File: src/rtl/axi_wdt_multi.sv
// axi_wdt_multi: NUM_CH watchdogs behind an AXI write-only slave; `WDT_PRESCALE_EN adds a shared tick prescaler.
// Register writes land on the W-beat edge; one burst in flight, W stalls only on WVALID_S, B holds until BREADY_S.
module axi_wdt_multi #(
    parameter int          NUM_CH    = 4,
    parameter int          CNT_W     = 32,
    parameter int          ID_W      = 8,
    parameter logic [31:0] BASE_ADDR = 32'h1001_0000
) (
    input  logic              ACLK,
    input  logic              ARESETn,
    input  logic [ID_W-1:0]   AWID_S,
    input  logic [31:0]       AWADDR_S,
    input  logic [3:0]        AWLEN_S,
    input  logic [1:0]        AWBURST_S,
    input  logic              AWVALID_S,
    output logic              AWREADY_S,
    input  logic [31:0]       WDATA_S,
    input  logic [3:0]        WSTRB_S,
    input  logic              WLAST_S,
    input  logic              WVALID_S,
    output logic              WREADY_S,
    output logic [ID_W-1:0]   BID_S,
    output logic [1:0]        BRESP_S,
    output logic              BVALID_S,
    input  logic              BREADY_S,
    output logic [NUM_CH-1:0] WTO
);

    typedef enum logic [1:0] {IDLE, DATA, RESP} state_t;

    state_t          state;
    logic [31:0]     addr;
    logic [ID_W-1:0] id;
    logic            fixed;
    logic            err;

    logic [31:0] off;
    logic [27:0] blk;
    logic [1:0]  reg_idx;
    logic        in_ch;
    logic        mapped;
    logic        wbeat;
    logic        tick;

    assign off     = addr - BASE_ADDR;
    assign blk     = off[31:4];
    assign reg_idx = off[3:2];
    assign in_ch   = (addr[1:0] == 2'b00) && (addr >= BASE_ADDR) && (off < 32'(16 * NUM_CH));
    assign wbeat   = (state == DATA) && WVALID_S;

`ifdef WDT_PRESCALE_EN
    logic        is_presc;
    logic [15:0] presc;
    logic [15:0] pcnt;

    assign is_presc = (addr == BASE_ADDR + 32'(16 * NUM_CH));
    assign mapped   = in_ch || is_presc;
    assign tick     = (pcnt == presc);

    // A PRESC write re-phases the prescaler so the new period starts cleanly.
    always_ff @(posedge ACLK or negedge ARESETn) begin
        if (!ARESETn) begin
            presc <= '0;
            pcnt  <= '0;
        end else if (wbeat && is_presc) begin
            if (WSTRB_S[0]) presc[7:0]  <= WDATA_S[7:0];
            if (WSTRB_S[1]) presc[15:8] <= WDATA_S[15:8];
            pcnt <= '0;
        end else begin
            pcnt <= tick ? 16'd0 : pcnt + 16'd1;
        end
    end
`else
    assign mapped = in_ch;
    assign tick   = 1'b1;
`endif

    always_ff @(posedge ACLK or negedge ARESETn) begin
        if (!ARESETn) begin
            state <= IDLE;
            addr  <= '0;
            id    <= '0;
            fixed <= 1'b0;
            err   <= 1'b0;
        end else begin
            case (state)
                IDLE: if (AWVALID_S) begin
                    addr  <= AWADDR_S;
                    id    <= AWID_S;
                    fixed <= (AWBURST_S == 2'b00);
                    err   <= 1'b0;
                    state <= DATA;
                end
                // WLAST_S, not AWLEN_S, ends the burst.
                DATA: if (WVALID_S) begin
                    if (!mapped) err <= 1'b1;
                    if (!fixed) addr <= addr + 32'd4;
                    if (WLAST_S) state <= RESP;
                end
                RESP: if (BREADY_S) state <= IDLE;
                default: state <= IDLE;
            endcase
        end
    end

    assign AWREADY_S = (state == IDLE);
    assign WREADY_S  = (state == DATA);
    assign BVALID_S  = (state == RESP);
    assign BID_S     = id;
    assign BRESP_S   = {(state == RESP) && err, 1'b0};

    for (genvar c = 0; c < NUM_CH; c++) begin : g_ch
        logic             sel;
        logic             wr_ctrl;
        logic             wr_to;
        logic             kick;
        logic             clr;
        logic             en;
        logic             wto;
        logic [CNT_W-1:0] cnt;
        logic [CNT_W-1:0] cnt_inc;
        logic [CNT_W-1:0] tocnt;
        logic [31:0]      to_wr;

        assign sel     = wbeat && in_ch && (blk == 28'(c));
        assign wr_ctrl = sel && (reg_idx == 2'd0) && WSTRB_S[0];
        assign kick    = sel && (reg_idx == 2'd1) && WSTRB_S[0] && (WDATA_S != 32'd0);
        assign wr_to   = sel && (reg_idx == 2'd2);
        assign clr     = sel && (reg_idx == 2'd3) && WSTRB_S[0] && WDATA_S[0];
        assign cnt_inc = cnt + 1'b1;

        always_comb begin
            to_wr = 32'(tocnt);
            for (int b = 0; b < 4; b++) begin
                if (WSTRB_S[b]) to_wr[8*b +: 8] = WDATA_S[8*b +: 8];
            end
        end

        // Kick/CLR take priority over a terminal count reached on the same edge.
        always_ff @(posedge ACLK or negedge ARESETn) begin
            if (!ARESETn) begin
                en    <= 1'b0;
                wto   <= 1'b0;
                cnt   <= '0;
                tocnt <= '0;
            end else begin
                if (wr_ctrl) en <= WDATA_S[0];
                if (wr_to) tocnt <= to_wr[CNT_W-1:0];
                if (clr) wto <= 1'b0;
                if (kick || clr || !en) begin
                    cnt <= '0;
                end else if (tick && !wto && (tocnt != '0)) begin
                    cnt <= cnt_inc;
                    if (cnt_inc == tocnt) wto <= 1'b1;
                end
            end
        end

        assign WTO[c] = wto;
    end

    logic unused_ok;
    assign unused_ok = &{1'b0, AWLEN_S, off[1:0]};

endmodule

File: config.mk
export PLATFORM = sky130hd
export DESIGN_NAME = axi_wdt_multi
export DESIGN_NICKNAME = d
export VERILOG_FILES = /design/src/rtl/axi_wdt_multi.sv
export SDC_FILE = /design/constraint.sdc
export NUM_CORES = 1
export LEC_CHECK = 0
export CAP_MARGIN = 0
export CORE_MARGIN = 5
export CORE_UTILIZATION = 45
export DETAILED_ROUTE_END_ITERATION = 6
export SYNTH_ARGS = -nofsm -noshare
export SYNTH_HDL_FRONTEND = slang
export SYNTH_SLANG_ARGS = --single-unit
export TNS_END_PERCENT = 50
File: constraint.sdc
create_clock -name ACLK -period 4.1 [get_ports ACLK]
set_input_delay 1.025 -clock ACLK [delete_from_list [all_inputs] [get_ports ACLK]]
set_output_delay 1.025 -clock ACLK [all_outputs]
set_load 0.03 [all_outputs]
==> impl_metrics.json <==
{
  "grt_usage": 0.242,
  "wl_um": 54700,
  "wl_per_cell_um": 20.5,
  "worst_slack_ns": 0.590,
  "antenna_found_initial": 3,
  "p_leak_nw": 8.76,
  "place_hpwl_um": 40100,
  "grt_max_degree": 92,
  "rsz0062_at_grt": "false",
  "crit_path_end_kind": "flip-flop",
  "maxSlewHeadroom": 0.370,
  "yosys-top-cells-area": "dfrtp_1 (42%), mux2_2 (8.5%), xnor2_1 (7.0%)",
  "dr.pass1.iters": 5,
  "overflow": 0,
  "synthDistinctLibCells": 81,
  "netlist_area_um2": 18500,
  "die_h_um": 213,
  "synth_edf_count": 0,
  "ys.flop_type": "dfrtp_1",
  "syn_area_per_cell_um2": 9.15,
  "yosys.cell_count.top_type": "dfrtp_1",
  "fin_crit_ns": 3.51,
  "final.period_utilization": 0.856,
  "initial_utilization": 0.454,
  "nets": 2208,
  "status": "complete, no violations",
  "setup_tns_ns": 0,
  "gp_congestion": 0.914,
  "postCtsSetupBuffers": 0,
  "io_pins": 105,
  "tightestPinTransition_ns": 0.942,
  "htreeDepth": 2,
  "worstPathMaxFanout": 14,
  "ctsLongestPathBuffers": 3,
  "dieArea_um2": 45300,
  "cts_sinks": 308,
  "grt_first_pass_wirelength_um": 87000,
  "synth_seq_cells": 308,
  "regArea_um2": 7710,
  "synth_top_area_frac": 0.416,
  "multi_input_area_um2": 10300,
  "clk_pin_slew_ns": 0.06,
  "p_per_area_nw_per_um2": 384,
  "rrSetupSlack_ns": 0.90,
  "core_um2": 40700,
  "ys_top_cells_by_count": "dfrtp_1 (308), nor2_1 (258), nand2_1 (165)",
  "drv_cap": 0,
  "areaGrowthSynthToFinish_pct": 15.9,
  "clk_latency_ns": 0.55,
  "dieWidth_um": 213,
  "clock.fmax_mhz": 285,
  "ir_drop_v": 0.000508,
  "port-buffer-count": 99,
  "drive_gt1_frac": 0.137,
  "vias": 15740,
  "critPathKind": "input pin to flip-flop",
  "cts_hold_buf": 0,
  "ys_warn_count": 0,
  "netlist.top_cell.by_area": "dfrtp_1",
  "syn_nets": 2119,
  "vias_per_cell": 5.90,
  "hold_viol": 0,
  "async_reset_ff_frac": 1.00,
  "synth-seq-area-share": 0.416,
  "cts_made_buffers": 37,
  "cts_tree": "done",
  "worstHoldPathType": "input pin to asynchronous set/reset pin",
  "p_total_mw": 8.24,
  "start_kind": "input pin",
  "clock_skew_ns": 0.0251,
  "cts_resized": 0,
  "drt_iter0_markers": 1118,
  "setup_viol": 0,
  "rows": 74,
  "first_global_vias": 15228,
  "nFillCells": 3774,
  "place_ws_ns": -0.0606,
  "drc": 0,
  "arrival_ns": 3.98,
  "drtAntennaViolNets": 0,
  "slew_viol_final": 0,
  "synth_cells": 2023,
  "cts-root-buf": "clkbuf_16",
  "required_ns": 4.57
}
-- worst paths after layout --
kind                       startpoint                 to  cells after the start
max in group asynchronous     ARESETn  g_ch[3].tocnt[20]                      2
min reg2reg                  BID_S[7]           BID_S[7]                      1
min in group ACLK            BID_S[7]           BID_S[7]                      1
max reg2reg                  addr[18]    g_ch[3].cnt[22]                      8
min                           ARESETn    g_ch[0].cnt[17]                      1
max                        WDATA_S[9]        g_ch[3].wto                      9
-- power breakdown --
| group | switching (mW) | total [mW] | internal (mW) |
|---|---|---|---|
| Sequential | 0.266 | 3.52 | 3.26 |
| Clock | 1.34 | 3.29 | 1.95 |
| Combinational | 0.874 | 1.43 | 0.552 |
| Total | 2.48 | 8.24 | 5.76 |
-- through the flow --
stage                     instance area, µm²  std cells  hold WS [ns]  utilization
after CTS                              21400       2667         0.511        0.526
after global routing                   21400       2667         0.522        0.526
after floorplan                        18500       2023         0.460            -
final                                  21500       2670         0.485        0.527
after global placement                 20300       2605         0.491        0.497
after detailed placement               20300       2605         0.497        0.497
-- critical path, cell delays in order --
cell	delay, ns
clkdlybuf4s50_1	0.57
nor4_1	0.75
nand4_1	0.34
nor2_1	0.17
o21a_1	0.33
o21ai_2	0.32
nor3_1	0.26
nand4_1	0.11
nand2_1	0.08
-- area by class of cell --
cell class / count / area share
Sequential cell: 308 / 0.359
Clock inverter: 18 / 0.0100
Antenna cell: 3 / 0.000350
Timing Repair Buffer: 164 / 0.0709
Clock buffer: 44 / 0.0453
Multi-Input combinational cell: 1574 / 0.478
Tap cell: 532 / 0.0310
Inverter: 27 / 0.00472
-- layer usage --
layer	wire, µm	GRT usage	share of wire
met5	25	0	0.00046
met4	1920	0.0832	0.035
met3	3670	0.0450	0.067
met2	24500	0.375	0.45
met1	24600	0.344	0.45
-- cells in the final DEF, fill, tap and decap left out, types with 6 or more instances in the layout --
cell type / n
xor2_1: 123
nor3_1: 44
clkdlybuf4s50_1: 98
nor2b_1: 12
or4_1: 8
a31oi_1: 10
mux2_2: 139
o21ai_0: 62
o31ai_1: 7
and4_1: 14
clkbuf_16: 37
a211oi_1: 13
and2_1: 6
ha_1: 8
nand4_1: 72
clkinv_2: 7
inv_1: 26
o21bai_1: 7
nand4b_1: 6
buf_4: 62
nand3_1: 103
dfrtp_1: 308
nand2_1: 165
nor3b_1: 10
or3_1: 18
and3_1: 26
mux2i_1: 11
a21oi_1: 85
nand3b_1: 12
xnor2_1: 147
nand2b_1: 12
nor4_1: 76
o22ai_1: 17
nor2_1: 258
-- sequential cells by signal, summed over array words and instances (netlist names) --
signal and count:
g_ch.cnt 128, g_ch.tocnt 128, addr 32, BID_S 8, g_ch.en 4, g_ch.wto 4
state 2, err 1, fixed 1
-- logic make-up (layout without fill, tap and decap cells) --
| kind of cell | count (synthesis) | in the layout | share of synthesized area |
|---|---|---|---|
| flip-flops | 308 | 308 | 0.416 |
| buffers and inverters | 141 | 253 | 0.0308 |
| other | 1 | 4 | 0.000203 |
| multiplexers | 150 | 150 | 0.0905 |
| AO/OA/AOI/OAI | 271 | 271 | 0.0913 |
| AND/OR/NAND/NOR | 873 | 873 | 0.237 |
| XOR/XNOR | 270 | 270 | 0.128 |
| adder cells (fa/ha/maj) | 9 | 9 | 0.00595 |
(Power assumes the default switching activity.)
